[src/rtl/secure_dp_packetizer_pkg.sv]
// Shared types and helpers for the secure data-plane packetizer.
// Holds the FSM state encoding, default sizes and the length clamp.
package secure_dp_packetizer_pkg;

    localparam int DEF_DATA_W  = 8;
    localparam int DEF_MAX_LEN = 16;

    typedef enum logic [1:0] {
        IDLE,
        PAYLOAD,
        CSUM,
        DONE
    } state_e;

    // Zero-length packets make no sense, so they become single-word packets.
    function automatic int clampLen(input int len, input int maxLen);
        if (len < 1) begin
            return 1;
        end
        if (len > maxLen) begin
            return maxLen;
        end
        return len;
    endfunction

endpackage

[src/rtl/secure_dp_sync_fifo.sv]
// Small synchronous FIFO buffering raw input words ahead of the packetizer.
// Pushes into a full FIFO and pops from an empty FIFO are ignored.
module secure_dp_sync_fifo #(
    parameter int DATA_W = 8,
    parameter int DEPTH  = 8,
    localparam int ADDR_W = $clog2(DEPTH)
) (
    input  logic              clock,
    input  logic              reset,
    input  logic              push_i,
    input  logic [DATA_W-1:0] push_data_i,
    input  logic              pop_i,
    output logic [DATA_W-1:0] rd_data_o,
    output logic              full_o,
    output logic              empty_o,
    output logic [ADDR_W:0]   count_o
);

    logic [DATA_W-1:0] mem_q [DEPTH];
    logic [ADDR_W-1:0] wr_ptr_q, wr_ptr_d;
    logic [ADDR_W-1:0] rd_ptr_q, rd_ptr_d;
    logic [ADDR_W:0]   count_q, count_d;
    logic              doPush;
    logic              doPop;

    assign full_o    = (count_q == (ADDR_W + 1)'(DEPTH));
    assign empty_o   = (count_q == '0);
    assign count_o   = count_q;
    assign rd_data_o = mem_q[rd_ptr_q];
    assign doPush    = push_i && !full_o;
    assign doPop     = pop_i && !empty_o;

    always_comb begin
        wr_ptr_d = wr_ptr_q;
        rd_ptr_d = rd_ptr_q;
        count_d  = count_q;
        if (doPush) begin
            wr_ptr_d = wr_ptr_q + ADDR_W'(1);
        end
        if (doPop) begin
            rd_ptr_d = rd_ptr_q + ADDR_W'(1);
        end
        case ({doPush, doPop})
            2'b10:   count_d = count_q + (ADDR_W + 1)'(1);
            2'b01:   count_d = count_q - (ADDR_W + 1)'(1);
            default: count_d = count_q;
        endcase
    end

    always_ff @(posedge clock or posedge reset) begin
        if (reset) begin
            wr_ptr_q <= '0;
            rd_ptr_q <= '0;
            count_q  <= '0;
        end else begin
            wr_ptr_q <= wr_ptr_d;
            rd_ptr_q <= rd_ptr_d;
            count_q  <= count_d;
        end
    end

    // Storage carries no reset; pointers and count define what is valid.
    always_ff @(posedge clock) begin
        if (doPush) begin
            mem_q[wr_ptr_q] <= push_data_i;
        end
    end

endmodule

[src/rtl/secure_dp_packetizer.sv]
// Cuts a buffered word stream into SOP-framed packets, each closed by an
// XOR checksum beat carrying EOP, feeding block_a's secure data-plane input.
module secure_dp_packetizer
    import secure_dp_packetizer_pkg::*;
#(
    parameter int DATA_W     = DEF_DATA_W,
    parameter int FIFO_DEPTH = 8,
    parameter int MAX_LEN    = DEF_MAX_LEN,
    parameter int LEN_W      = $clog2(MAX_LEN + 1)
) (
    input  logic              clock,
    input  logic              reset,
    input  logic              cfg_wr,
    input  logic [LEN_W-1:0]  cfg_len,
    input  logic              cfg_enable,
    input  logic              in_valid,
    output logic              in_ready,
    input  logic [DATA_W-1:0] in_data,
    output logic              out_valid,
    input  logic              out_ready,
    output logic [DATA_W-1:0] out_data,
    output logic              out_sop,
    output logic              out_eop,
    output logic              out_is_csum,
    output logic              busy,
    output logic [15:0]       pkt_count
);

    localparam int CNT_W = $clog2(FIFO_DEPTH) + 1;
    localparam logic [LEN_W-1:0] ONE_LEN = LEN_W'(1);

    logic              fifoFull;
    logic              fifoEmpty;
    logic              fifoPop;
    logic [DATA_W-1:0] fifoHead;
    logic [CNT_W-1:0]  fifoCount;
    logic              unusedFifoCount;

    state_e            state_q, state_d;
    logic [LEN_W-1:0]  cfg_len_q;
    logic              cfg_enable_q;
    logic [LEN_W-1:0]  len_q, len_d;
    logic [LEN_W-1:0]  beat_cnt_q, beat_cnt_d;
    logic [DATA_W-1:0] csum_q, csum_d;
    logic              out_valid_q, out_valid_d;
    logic [DATA_W-1:0] out_data_q, out_data_d;
    logic              out_sop_q, out_sop_d;
    logic              out_eop_q, out_eop_d;
    logic              out_is_csum_q, out_is_csum_d;
    logic [15:0]       pkt_count_q, pkt_count_d;

    logic              loadOk;
    logic              beatAccepted;
    logic              startPkt;
    logic              takeWord;
    logic [LEN_W-1:0]  beatNext;

    secure_dp_sync_fifo #(
        .DATA_W (DATA_W),
        .DEPTH  (FIFO_DEPTH)
    ) u_fifo (
        .clock       (clock),
        .reset       (reset),
        .push_i      (in_valid),
        .push_data_i (in_data),
        .pop_i       (fifoPop),
        .rd_data_o   (fifoHead),
        .full_o      (fifoFull),
        .empty_o     (fifoEmpty),
        .count_o     (fifoCount)
    );

    assign unusedFifoCount = ^fifoCount;

    assign loadOk       = !out_valid_q || out_ready;
    assign beatAccepted = out_valid_q && out_ready;
    assign beatNext     = beat_cnt_q + ONE_LEN;
    assign startPkt     = (state_q == IDLE) && cfg_enable_q && !fifoEmpty && loadOk;
    assign takeWord     = (state_q == PAYLOAD) && !fifoEmpty && loadOk;

    // Config writes only touch the staging register; packets read it at start.
    always_ff @(posedge clock or posedge reset) begin
        if (reset) begin
            cfg_len_q    <= ONE_LEN;
            cfg_enable_q <= 1'b0;
        end else if (cfg_wr) begin
            cfg_len_q    <= LEN_W'(clampLen(int'(cfg_len), MAX_LEN));
            cfg_enable_q <= cfg_enable;
        end
    end

    always_ff @(posedge clock or posedge reset) begin
        if (reset) begin
            state_q <= IDLE;
        end else begin
            state_q <= state_d;
        end
    end

    always_comb begin
        state_d = state_q;
        case (state_q)
            IDLE:    if (startPkt) state_d = (cfg_len_q == ONE_LEN) ? CSUM : PAYLOAD;
            PAYLOAD: if (takeWord && (beatNext == len_q)) state_d = CSUM;
            CSUM:    if (loadOk) state_d = DONE;
            DONE:    if (beatAccepted) state_d = IDLE;
            default: state_d = IDLE;
        endcase
    end

    // An accepted beat empties the output register unless a new beat loads.
    always_comb begin
        fifoPop       = 1'b0;
        len_d         = len_q;
        beat_cnt_d    = beat_cnt_q;
        csum_d        = csum_q;
        out_valid_d   = beatAccepted ? 1'b0 : out_valid_q;
        out_data_d    = out_data_q;
        out_sop_d     = out_sop_q;
        out_eop_d     = out_eop_q;
        out_is_csum_d = out_is_csum_q;
        pkt_count_d   = pkt_count_q;
        case (state_q)
            IDLE: begin
                if (startPkt) begin
                    fifoPop       = 1'b1;
                    len_d         = cfg_len_q;
                    beat_cnt_d    = ONE_LEN;
                    csum_d        = fifoHead;
                    out_valid_d   = 1'b1;
                    out_data_d    = fifoHead;
                    out_sop_d     = 1'b1;
                    out_eop_d     = 1'b0;
                    out_is_csum_d = 1'b0;
                end
            end
            PAYLOAD: begin
                if (takeWord) begin
                    fifoPop       = 1'b1;
                    beat_cnt_d    = beatNext;
                    csum_d        = csum_q ^ fifoHead;
                    out_valid_d   = 1'b1;
                    out_data_d    = fifoHead;
                    out_sop_d     = 1'b0;
                    out_eop_d     = 1'b0;
                    out_is_csum_d = 1'b0;
                end
            end
            CSUM: begin
                if (loadOk) begin
                    out_valid_d   = 1'b1;
                    out_data_d    = csum_q;
                    out_sop_d     = 1'b0;
                    out_eop_d     = 1'b1;
                    out_is_csum_d = 1'b1;
                end
            end
            DONE: begin
                if (beatAccepted) begin
                    pkt_count_d = pkt_count_q + 16'd1;
                    csum_d      = '0;
                end
            end
            default: ;
        endcase
    end

    always_ff @(posedge clock or posedge reset) begin
        if (reset) begin
            len_q         <= ONE_LEN;
            beat_cnt_q    <= '0;
            csum_q        <= '0;
            out_valid_q   <= 1'b0;
            out_data_q    <= '0;
            out_sop_q     <= 1'b0;
            out_eop_q     <= 1'b0;
            out_is_csum_q <= 1'b0;
            pkt_count_q   <= '0;
        end else begin
            len_q         <= len_d;
            beat_cnt_q    <= beat_cnt_d;
            csum_q        <= csum_d;
            out_valid_q   <= out_valid_d;
            out_data_q    <= out_data_d;
            out_sop_q     <= out_sop_d;
            out_eop_q     <= out_eop_d;
            out_is_csum_q <= out_is_csum_d;
            pkt_count_q   <= pkt_count_d;
        end
    end

    assign in_ready    = !fifoFull;
    assign out_valid   = out_valid_q;
    assign out_data    = out_data_q;
    assign out_sop     = out_sop_q;
    assign out_eop     = out_eop_q;
    assign out_is_csum = out_is_csum_q;
    assign busy        = (state_q != IDLE);
    assign pkt_count   = pkt_count_q;

endmodule

[config.mk]
export PLATFORM = sky130hd
export DESIGN_NAME = secure_dp_packetizer
export DESIGN_NICKNAME = d
export VERILOG_FILES = /design/src/rtl/secure_dp_packetizer_pkg.sv /design/src/rtl/secure_dp_sync_fifo.sv /design/src/rtl/secure_dp_packetizer.sv
export SDC_FILE = /design/constraint.sdc
export NUM_CORES = 1
export LEC_CHECK = 0
export ABC_AREA = 1
export ABC_CLOCK_PERIOD_IN_PS = 2700
export BUFFER_PORTS_ARGS = -buffer_cell sky130_fd_sc_hd__buf_2
export CORE_ASPECT_RATIO = 1.4
export CORE_UTILIZATION = 30
export CTS_CLUSTER_SIZE = 14
export DETAILED_ROUTE_END_ITERATION = 10
export GPL_ROUTABILITY_DRIVEN = 1
export PLACE_DENSITY = 0.56
export RECOVER_POWER = 25
export SYNTH_ARGS = -nofsm -noshare
export SYNTH_HDL_FRONTEND = slang
export SYNTH_SLANG_ARGS = --single-unit
[constraint.sdc]
create_clock -name clock -period 2.7 [get_ports clock]
set_input_delay 0.54 -clock clock [delete_from_list [all_inputs] [get_ports clock]]
set_output_delay 0.54 -clock clock [all_outputs]
set_load 0.02 [all_outputs]
==> results of run 1 <==
worst register-to-register path, delay by kind of cell, from the launching register on:
family	cells	cell delay [ps]
and+or+nand+nor	8	750
adders and majority gates	3	690
DFF	1	410
AOI/OAI and AO/OA	1	160
xor gates and xnor gates	1	150
buffers and inverters	2	140
layout make-up:
cell class,count,area [um2]
Tap cell,248,310
Timing Repair Buffer,64,363
Fill cell,1923,12100
Multi-Input combinational cell,405,2040
Clock buffer,17,425
Sequential cell,127,3500
Inverter,58,218
Clock inverter,15,184
cells by family after synthesis:
kind of cell    count (synthesis)  share of synthesized area
xor+xnor                       18                     0.0269
fa+ha+maj                      12                     0.0269
compound gates                122                      0.116
simple gates                  253                      0.179
flops                         127                      0.598
buf+inv                        76                     0.0532
sequential cells by signal (all words and copies together) (netlist names):
name             flops
out_sop              1
out_is_csum          1
csum_q               8
pkt_count           16
out_data             8
u_fifo.count_o       4
cfg_len_q            5
beat_cnt_q           5
u_fifo.wr_ptr_q      3
u_fifo.mem_q        64
state_q              2
len_q                5
out_valid            1
u_fifo.rd_ptr_q      3
cfg_enable_q         1
cell usage after synthesis (8+ instances only):
library cell	instances
sky130_fd_sc_hd__o21ai_0	52
sky130_fd_sc_hd__o21ai_2	9
sky130_fd_sc_hd__edfxtp_1	64
sky130_fd_sc_hd__nand2_1	122
sky130_fd_sc_hd__ha_1	11
sky130_fd_sc_hd__dfrtp_1	61
sky130_fd_sc_hd__inv_2	11
sky130_fd_sc_hd__inv_1	46
sky130_fd_sc_hd__nand4_1	8
sky130_fd_sc_hd__o21ai_1	43
sky130_fd_sc_hd__xor2_1	11
sky130_fd_sc_hd__nor2_1	85
sky130_fd_sc_hd__nand3_1	27
power breakdown:
group / total, mW / internal, mW / switching (mW)
Combinational: 3.20 / 1.08 / 2.12
Sequential: 2.84 / 2.53 / 0.310
Clock: 2.33 / 1.33 / 0.990
metal layers:
metal  vias to the layer above  track usage  part of all wire
met1                      1978        0.147              0.43
met5                         -            0                 0
met3                        14       0.0368             0.039
met2                        61        0.231              0.52
met4                         0       0.0500             0.014
li1                       2178            -                 -
worst max path at each step:
stage	end	slack [ps]
6_report	u_fifo.count_o[3]	310
5_1_grt	u_fifo.count_o[3]	90
4_1_cts	u_fifo.count_o[3]	300
3_5_place_dp	u_fifo.count_o[3]	260
3_3_place_gp	u_fifo.count_o[3]	300
2_1_floorplan	u_fifo.count_o[3]	550
==> results.md, run 1 <==
| Result | Value |
|:---|:---|
| Run status | completed |
| Type of element capturing the critical path | register |
| Number of routed nets with antenna violations | 0 |
| Worst reg-to-reg path cell count | 15 |
| Highest cell delay on the worst timing path | 410 ps |
| Worst clock skew | 16.3 ps |
| Setup repair after global routing missed its margin | no |
| Worst hold path class | primary input to async pin |
| Number of rows in the core area | 60 |
| First-iteration detailed-routing DRC count | 178 |
| Setup violation total in the final timing report | 0 |
| Least setup slack across all paths after layout | 306 ps |
| Cts bufs inserted | 17 |
| Last weighted congestion value of the routability-driven placer | 0.765 |
| Total clock sinks | 127 |
| Number of buffers inserted by hold repair at cts | 0 |
| Starting density of the core | 0.306 |
| Max capacitance violation total | 0 |
| Final max-slew violation count | 0 |
| First element of the critical path | state_q[1] |
| Core area | 19100 um2 |
| Register area share after synthesis | 0.598 |
| Final period util | 0.887 |
| Number of cells in the design after placement | 902 |
| Critical path data required time | 3000 ps |
| Root buffer cell | sky130_fd_sc_hd__clkbuf_16 |
| Average wire length per cell after detail routing | 13.3 um |
| R2r endpoint | u_fifo.count_o[3] |
| Layout Nets | 704 |
| Most common cell type on the critical path | sky130_fd_sc_hd__nand2_1 |
| Number of global-route vias before repair | 4019 |
| Total number of yosys warnings | 0 |
| Leading cell type in the layout, fill and taps excluded | sky130_fd_sc_hd__nand2_1 |
| Data arrival time of the critical path | 2700 ps |
| Power Total | 8.37 mW |
| Async S/R FF share, synth | 0.496 |
| Top FF cell, synth | sky130_fd_sc_hd__edfxtp_1 |
| R2R setup slack | 310 ps |
| Mapped cell area | 5860 um2 |
| Wire length of the first global-routing pass | 20300 um |
| CTS tree | done |
| Critical path's top delay family | simple AND/OR/NAND/NOR gates |
| Category of the critical setup timing path | register to register |
| Area enclosed by the die boundary | 20100 um2 |
| P per Cell Area | 1190 nW/um2 |
| DR vias | 4231 |
| Die H | 167 um |
| Cells after Synth | 608 |
| Remaining design rule violation count | 0 |
| Main area contributors after synthesis | sky130_fd_sc_hd__edfxtp_1 33%, sky130_fd_sc_hd__dfrtp_1 26%, sky130_fd_sc_hd__nand2_1 7.8% |
| Number of stages on the worst setup path | 15 |
| Resized Gates After CTS | 0 |
| Cell taking the most area after synthesis | sky130_fd_sc_hd__edfxtp_1 |
| Startpoint Class | register |
| Critical-path cell with the highest stage delay | sky130_fd_sc_hd__dfrtp_1 |
| Initial antenna violation count | 0 |
| Ant diodes | 0 |
| Post-detailed-routing wire length | 12400 um |
| Number of synthesized register bits | 127 |
| Sum of negative setup slack | 0 ps |
| Share of the synthesized area in the top cell type | 0.328 |
| Htree depth | 4 |
| Filler-free cell count of the finished design | 934 |
| Final cell area excluding filler cells | 7040 um2 |
| Detailed Place HPWL | 8790 um |
| FF-to-FF Start | state_q[1] |
| Worst-case setup slack after placement | 263 ps |
| Post-CTS Repair Setup Buffers | 0 |
| Largest voltage drop on the vdd net | 456 uV |
| Die span in x | 120 um |
| Global route total overflow | 0 |
| Relative slew margins | 0.536 |
| Leak pwr | 3.06 nW |
| Syn_nets | 639 |
| Placed cell areas | 6440 um2 |
| Port bufs | 48 |
| Number of enable flip-flop cells after synthesis | 64 |
| Post-route core utilization | 0.368 |
| Clock insertion delay at the later pin of the skew report | 420 ps |
| Post-synthesis to final-layout area growth | 20.3% |
| Count of buffer and inverter cells on the critical path | 2 |
| Clock Tree Buf Depth | 2 |
| Total routing resource utilization after global routing | 0.131 |
| Count of final hold-check violations | 0 |
| Actual slew at the worst max-slew pin | 695 ps |
| Number of top-level design ports | 49 |
| Hold slack final | 223 ps |
| Number of iterations in the first detailed-routing pass | 4 |
| Commonest non-fill, non-tap cells in the layout | 122 x sky130_fd_sc_hd__nand2_1, 85 x sky130_fd_sc_hd__nor2_1, 64 x sky130_fd_sc_hd__edfxtp_1, 61 x sky130_fd_sc_hd__dfrtp_1, 52 x sky130_fd_sc_hd__o21ai_0 |
| Average cell area after synthesis | 9.63 um2 |
| Synth cell types | 36 |
| Maximum number of pins on one net before global-route repair | 34 |
| Final worst path period need | 2390 ps |
| List of cells traversed by the critical path | inv_1, ha_1, nand2_2, nor2_4, inv_2, nand2_1, ha_1, ha_1, nand2_1, nand2_1, a21oi_1, nor2_1, nor2_1, nand2_1, xor2_1 |
| Highest clock frequency the design can meet | 0.418 GHz |
| Layout cell share with drive strength beyond 1 | 0.173 |
| Via count normalized by instance count | 4.53 |
| CP max FO | 5 |
| CTS clk-pin slew, worst paths | 70 ps |
No activity file was read; power rests on OpenSTA's default activity.
==> inputs of run 2 (changes only) <==
Settings changed: ABC_CLOCK_PERIOD_IN_PS 2700 to 2190, PLACE_DENSITY 0.56 to 0.57.
Clock period 2.7 ns to 2.19 ns, I/O delays scaled along.
==> run 2 against run 1 <==
Effect of this change: flip-flop and latch count stayed put; sequential share of layout area is 1.4 points lower; die area stayed put; non-clock buffer count is 19 higher; final cell count is 2.0% higher; register-to-register slack worse by 170 ps; core utilization is 1.1 points higher; critical path type unchanged; combinational power is 34% higher; setup slack worse by 170 ps.
==> results.md, run 2 (synthesis results as in run 1) <==
| Result | Value | vs previous |
|:---|:---|:---|
| Critical path data required time | 2490 ps | -510 ps |
| Setup violation total in the final timing report | 0 | unchanged |
| Number of rows in the core area | 60 | unchanged |
| Maximum number of pins on one net before global-route repair | 34 | unchanged |
| Core area | 19100 um2 | unchanged |
| Run status | completed |  |
| Most common cell type on the critical path | sky130_fd_sc_hd__nand2_1 |  |
| Highest clock frequency the design can meet | 0.487 GHz | +17% |
| Max capacitance violation total | 0 | unchanged |
| Startpoint of the tightest hold check path | cfg_enable |  |
| Setup repair after global routing missed its margin | yes |  |
| Count of final hold-check violations | 0 | unchanged |
| Min-Delay Endpoint | cfg_enable_q |  |
| Startpoint Class | register |  |
| Number of global-route vias before repair | 4228 | +5.2% |
| First-iteration detailed-routing DRC count | 288 | +62% |
| Layout cell share with drive strength beyond 1 | 0.209 | +0.0350 |
| List of cells traversed by the critical path | ha_2, nand2_2, nor2_4, inv_2, nand2_4, ha_4, ha_1, nand2_1, nand2_1, a21oi_2, nor2_1, nor2_1, nand2_1, xor2_1 |  |
| Highest cell delay on the worst timing path | 420 ps | about the same |
| Number of top-level design ports | 49 | unchanged |
| Root buffer cell | sky130_fd_sc_hd__clkbuf_16 |  |
| Number of iterations in the first detailed-routing pass | 5 | +1 |
| P per Cell Area | 1470 nW/um2 | +24% |
| Leading cell type in the layout, fill and taps excluded | sky130_fd_sc_hd__nand2_1 |  |
| Final period util | 0.938 | +0.0514 |
| Clock Tree Buf Depth | 2 | unchanged |
| Post-detailed-routing wire length | 12700 um | +1.9% |
| Global route total overflow | 0 | unchanged |
| Largest voltage drop on the vdd net | 617 uV | +35% |
| Relative slew margins | 0.674 | +0.137 |
| Layout Nets | 723 | +2.7% |
| Port bufs | 48 | unchanged |
| Worst hold path class | primary input to register |  |
| Total routing resource utilization after global routing | 0.136 | +0.00472 |
| Type of element capturing the critical path | register |  |
| Critical-path cell with the highest stage delay | sky130_fd_sc_hd__dfrtp_1 |  |
| Filler-free cell count of the finished design | 953 | +2.0% |
| Area enclosed by the die boundary | 20100 um2 | unchanged |
| R2r endpoint | u_fifo.count_o[3] |  |
| Initial antenna violation count | 0 | unchanged |
| Die span in x | 120 um | unchanged |
| Number of routed nets with antenna violations | 0 | unchanged |
| Starting density of the core | 0.306 | unchanged |
| Wire length of the first global-routing pass | 21300 um | +4.8% |
| Number of cells in the design after placement | 917 | +1.7% |
| Detailed Place HPWL | 8690 um | -1.1% |
| FF-to-FF Start | state_q[0] |  |
| Leak pwr | 3.16 nW | +3.1% |
| Cts bufs inserted | 17 | unchanged |
| Via count normalized by instance count | 4.51 | -0.49% |
| Clock insertion delay at the later pin of the skew report | 410 ps | about the same |
| Worst reg-to-reg path cell count | 14 | -1 |
| Ant diodes | 0 | unchanged |
| Total clock sinks | 127 | unchanged |
| Average wire length per cell after detail routing | 13.3 um | -0.11% |
| Final max-slew violation count | 0 | unchanged |
| Last weighted congestion value of the routability-driven placer | 0.765 | about the same |
| Register containing the most flip-flops in the final layout | u_fifo.mem_q |  |
| Htree depth | 4 | unchanged |
| R2R setup slack | 140 ps | -170 ps |
| DR vias | 4296 | +1.5% |
| Flip-flop count of the largest register after layout | 64 | unchanged |
| CTS clk-pin slew, worst paths | 70 ps | about the same |
| Number of cells on the worst hold path | 3 |  |
| Worst clock skew | 11.1 ps | -5.17 ps |
| Actual slew at the worst max-slew pin | 489 ps | -206 ps |
| Remaining design rule violation count | 0 | unchanged |
| Least setup slack across all paths after layout | 135 ps | -170 ps |
| Final worst path period need | 2050 ps | -340 ps |
| Worst-case setup slack after placement | 48.3 ps | -215 ps |
| Post-synthesis to final-layout area growth | 23.9% |  |
| CP max FO | 4 | -1 |
| Category of the critical setup timing path | register to register |  |
| CTS tree | done |  |
| Commonest non-fill, non-tap cells in the layout | 120 x sky130_fd_sc_hd__nand2_1, 82 x sky130_fd_sc_hd__nor2_1, 64 x sky130_fd_sc_hd__edfxtp_1, 61 x sky130_fd_sc_hd__dfrtp_1, 52 x sky130_fd_sc_hd__o21ai_0 |  |
| Data arrival time of the critical path | 2360 ps | -340 ps |
| Die H | 167 um | unchanged |
run 2: cell types whose count changed in the layout (fill, tap and decap cells not counted), sizes merged:
| cell | delta |
|---|---|
| clkbuf | +1 |
| buf | +17 |
| dlygate4sd3 | +1 |
run 2: stage by stage:
step / hold WS (ps) / TNS [ps] / power, mW / util / instance area (um2)
finish: 228 / 0 / 10.7 / 0.379 / 7250
floorplan: 459 / 0 / 6.51 / - / 5860
global placement: 386 / 0 / 7.65 / 0.343 / 6560
global route: 237 / -65.3 / 11.5 / 0.379 / 7250
detailed placement: 390 / 0 / 7.72 / 0.343 / 6560
CTS: 217 / 0 / 10.6 / 0.375 / 7170
run 2: timing repair:
item	4_1_cts	5_1_grt
endpoints found under the setup margin	0	6
hold endpoints to repair	9	0
gates resized for setup	0	18
hold buffers	1	0
buffers inserted	0	3
run 2: final cells by class:
type | instances | area (um2)
fillers | 1869 | 11900
flip-flops and latches | 127 | 3500
multi-input cells | 405 | 2110
repair buffers | 83 | 507
clock buffers | 17 | 425
well taps | 248 | 310
inverters | 58 | 218
clock inverters | 15 | 181
run 2: worst max-delay path: cells and delay by family, from the launching register on:
family / cells / cell delay, ps
and+or+nand+nor: 8 / 540
AOI/OAI and AO/OA: 1 / 160
DFF: 1 / 420
adders and majority gates: 3 / 620
buffers and inverters: 1 / 70
xor gates and xnor gates: 1 / 130
run 2: worst max-delay path by stage:
stage | from | cells after the start | slack, ps | endpoint
finish | state_q[0] | 14 | 140 | u_fifo.count_o[3]
global route | state_q[0] | 13 | -70 | u_fifo.count_o[3]
CTS | state_q[0] | 14 | 40 | u_fifo.count_o[3]
detailed placement | u_fifo.count_o[0] | 12 | 50 | u_fifo.count_o[3]
global placement | out_ready | 16 | 50 | u_fifo.count_o[3]
floorplan | state_q[0] | 13 | 40 | u_fifo.count_o[3]
run 2: report_power, final:
| part | switching (mW) | internal (mW) |
|---|---|---|
| logic | 2.70 | 1.58 |
| registers | 0.392 | 3.12 |
| clock network | 1.23 | 1.64 |
run 2: layer usage:
layer | vias up | part of all wire | track usage
met2 | 78 | 0.53 | 0.247
met5 | - | 0 | 0
li1 | 2205 | - | -
met4 | 0 | 0.013 | 0.0505
met1 | 1998 | 0.41 | 0.152
met3 | 15 | 0.042 | 0.0313
==> inputs of run 3 (changes only) <==
Settings changed: SETUP_SLACK_MARGIN set to 0.15.
==> run 3 against run 2 <==
Effect of this change: largest power group unchanged; highest routed layer unchanged; core utilization about the same; critical path type unchanged; via count up 0.49%; clock skew up 2.4 ps.
==> results.md, run 3 (synthesis results as in run 1) <==
| Result | Value | vs previous |
|:---|:---|:---|
| Root buffer cell | sky130_fd_sc_hd__clkbuf_16 |  |
| Setup violation total in the final timing report | 0 | unchanged |
| Clock Tree Buf Depth | 2 | unchanged |
| Remaining design rule violation count | 0 | unchanged |
| DR vias | 4317 | +0.49% |
| Global route total overflow | 0 | unchanged |
| Clock Power Share | 0.268 | -0.002 |
| Category of the critical setup timing path | register to register |  |
| Total routing resource utilization after global routing | 0.136 | +0.000595 |
| CTS clk-pin slew, worst paths | 70 ps | about the same |
| Fraction of power spent switching nets | 0.415 | +0.00959 |
| Largest voltage drop on the vdd net | 634 uV | +2.8% |
| Port bufs | 48 | unchanged |
| Number of global-route vias before repair | 4212 | -0.38% |
| Layout cell share with drive strength beyond 1 | 0.218 | +0.00975 |
| Leak pwr | 3.13 nW | -0.86% |
| R2R setup slack | 170 ps | +30 ps |
| Wire length of the first global-routing pass | 20800 um | -2.0% |
| Post-synthesis to final-layout area growth | 23.9% | about the same |
| First-iteration detailed-routing DRC count | 182 | -37% |
| Highest clock frequency the design can meet | 0.494 GHz | +1.5% |
| Average wire length per cell after detail routing | 13.5 um | +1.7% |
| First element of the critical path | u_fifo.count_o[1] |  |
| Data arrival time of the critical path | 2330 ps | -30 ps |
| Actual slew at the worst max-slew pin | 710 ps | +222 ps |
| Number of fill cells in the layout | 1908 | +2.1% |
| Area enclosed by the die boundary | 20100 um2 | unchanged |
| Maximum number of pins on one net before global-route repair | 36 | +5.9% |
| Worst-case setup slack after placement | 90.4 ps | +42.1 ps |
| Cts bufs inserted | 17 | unchanged |
| Number of rows in the core area | 60 | unchanged |
| Clock insertion delay at the later pin of the skew report | 430 ps | +20 ps |
| Initial antenna violation count | 0 | unchanged |
| Layout Nets | 719 | -0.55% |
| Worst clock skew | 13.5 ps | +2.37 ps |
| Critical path data required time | 2500 ps | about the same |
| Flip-flop count of the largest register after layout | 64 | unchanged |
| Die H | 167 um | unchanged |
| CTS tree | done |  |
| CP max FO | 4 | unchanged |
| Worst hold path class | primary input to register |  |
| Relative contribution of sequential cells to total power | 0.329 | about the same |
| Worst reg-to-reg path cell count | 15 | +1 |
| Htree depth | 4 | unchanged |
| Filler-free cell count of the finished design | 949 | -0.42% |
| Final worst path period need | 2020 ps | -29.9 ps |
| Switching power of the nets | 4.45 mW | +2.8% |
| Max capacitance violation total | 0 | unchanged |
| FF-to-FF Start | u_fifo.count_o[1] |  |
| Commonest non-fill, non-tap cells in the layout | 117 x sky130_fd_sc_hd__nand2_1, 82 x sky130_fd_sc_hd__nor2_1, 64 x sky130_fd_sc_hd__edfxtp_1, 58 x sky130_fd_sc_hd__dfrtp_1, 52 x sky130_fd_sc_hd__o21ai_0 |  |
| Gate power share | 0.403 | +0.002 |
| Post-detailed-routing wire length | 12800 um | +1.2% |
| R2r endpoint | u_fifo.count_o[3] |  |
| Number of top-level design ports | 49 | unchanged |
| Core area | 19100 um2 | unchanged |
| Number of routed nets with antenna violations | 0 | unchanged |
| Cell Int Power | 6.27 mW | -1.2% |
| Relative slew margins | 0.524 | -0.150 |
| Last weighted congestion value of the routability-driven placer | 0.791 | +3.3% |
| Die span in x | 120 um | unchanged |
| Ant diodes | 0 | unchanged |
| Count of final hold-check violations | 0 | unchanged |
| Leading cell type in the layout, fill and taps excluded | sky130_fd_sc_hd__nand2_1 |  |
| Run status | completed |  |
| CP endpoint | u_fifo.count_o[3] |  |
| Detailed Place HPWL | 8570 um | -1.4% |
| P per Cell Area | 1480 nW/um2 | +0.42% |
| Total clock sinks | 127 | unchanged |
| Final max-slew violation count | 0 | unchanged |
| Starting density of the core | 0.306 | unchanged |
| Startpoint Class | register |  |
| Type of element capturing the critical path | register |  |
| Number of cells in the design after placement | 909 | -0.87% |
| Register containing the most flip-flops in the final layout | u_fifo.mem_q |  |
| Via count normalized by instance count | 4.55 | +0.91% |
| Number of iterations in the first detailed-routing pass | 5 | unchanged |
| Sum of negative setup slack | 0 ps | unchanged |
| Least setup slack across all paths after layout | 165 ps | +29.9 ps |
| Final period util | 0.925 | -0.0136 |
| Setup repair after global routing missed its margin | yes |  |
## run 3: cell count changes in the layout (fill, tap and decap cells not counted), moves of 2 or more
cell,change
sky130_fd_sc_hd__nor2_4,+2
sky130_fd_sc_hd__ha_1,-2
sky130_fd_sc_hd__dfrtp_1,-3
sky130_fd_sc_hd__buf_4,-5
sky130_fd_sc_hd__ha_4,+2
sky130_fd_sc_hd__inv_1,-2
sky130_fd_sc_hd__dfrtp_2,+3
sky130_fd_sc_hd__clkinv_8,+2
sky130_fd_sc_hd__nand2_1,-3
sky130_fd_sc_hd__nand2_2,+4
## run 3: final cells by class
| class | instances | area, um2 | share of cell area |
|---|---|---|---|
| well taps | 248 | 310 | 0.0428 |
| repair buffers | 78 | 470 | 0.0648 |
| inverters | 58 | 219 | 0.0302 |
| clock buffers | 17 | 425 | 0.0586 |
| multi-input cells | 406 | 2140 | 0.295 |
| clock inverters | 15 | 184 | 0.0253 |
| flip-flops and latches | 127 | 3500 | 0.483 |
## run 3: how the worst min path moves through the flow
| stage | from | to | slack, ps | cells after the start |
|---|---|---|---|---|
| 6_report | cfg_enable | cfg_enable_q | 220 | 3 |
| 5_1_grt | cfg_enable | cfg_enable_q | 230 | 3 |
| 4_1_cts | cfg_enable | cfg_enable_q | 210 | 3 |
| 3_5_place_dp | reset | pkt_count[1] | 440 | 2 |
| 3_3_place_gp | reset | pkt_count[4] | 440 | 2 |
| 2_1_floorplan | csum_q[4] | csum_q[4] | 460 | 2 |
## run 3: what timing repair did
action,CTS,global route
setup buffers,1,5
hold buffers,1,0
cloned,0,1
resized for setup,4,14
pin swaps,1,12
setup endpoints to repair,1,8
endpoints found under the hold margin,12,0
## run 3: per-layer routing
layer / track usage / vias to the layer above / wire [um]
met4: 0.0571 / 0 / 247
met2: 0.244 / 72 / 6640
li1: - / 2201 / -
met1: 0.152 / 2027 / 5520
met5: 0 / - / 0
met3: 0.0334 / 17 / 414
## run 3: worst max-delay path, stage by stage (launching register included)
cell and delay (ps):
sky130_fd_sc_hd__dfrtp_2 450, sky130_fd_sc_hd__inv_2 90, sky130_fd_sc_hd__nand2_2 70, sky130_fd_sc_hd__nor2_4 120, sky130_fd_sc_hd__nor2_4 50, sky130_fd_sc_hd__inv_2 70
sky130_fd_sc_hd__nand2_4 60, sky130_fd_sc_hd__ha_4 170, sky130_fd_sc_hd__ha_4 210, sky130_fd_sc_hd__nand2_2 60, sky130_fd_sc_hd__nand2_2 50, sky130_fd_sc_hd__a21oi_2 150
sky130_fd_sc_hd__nor2_1 60, sky130_fd_sc_hd__nor2_1 100, sky130_fd_sc_hd__nand2_1 70, sky130_fd_sc_hd__xor2_1 130
## run 3: stage by stage
stage	power, mW	hold slack (ps)	area, um2	util
floorplan	6.55	459	5890	-
global placement	7.60	435	6530	0.341
detailed placement	7.67	436	6530	0.341
CTS	10.6	209	7170	0.375
global route	11.5	229	7260	0.379
finish	10.7	220	7260	0.379
## run 3: power groups by stage
stage               clock network (mW)  registers, mW  logic (mW)
finish                            2.87           3.53        4.32
global route                      3.04           3.60        4.91
CTS                               2.93           3.52        4.19
detailed placement                   0           3.56        4.11
global placement                     0           3.55        4.05
floorplan                            0           3.61        2.94
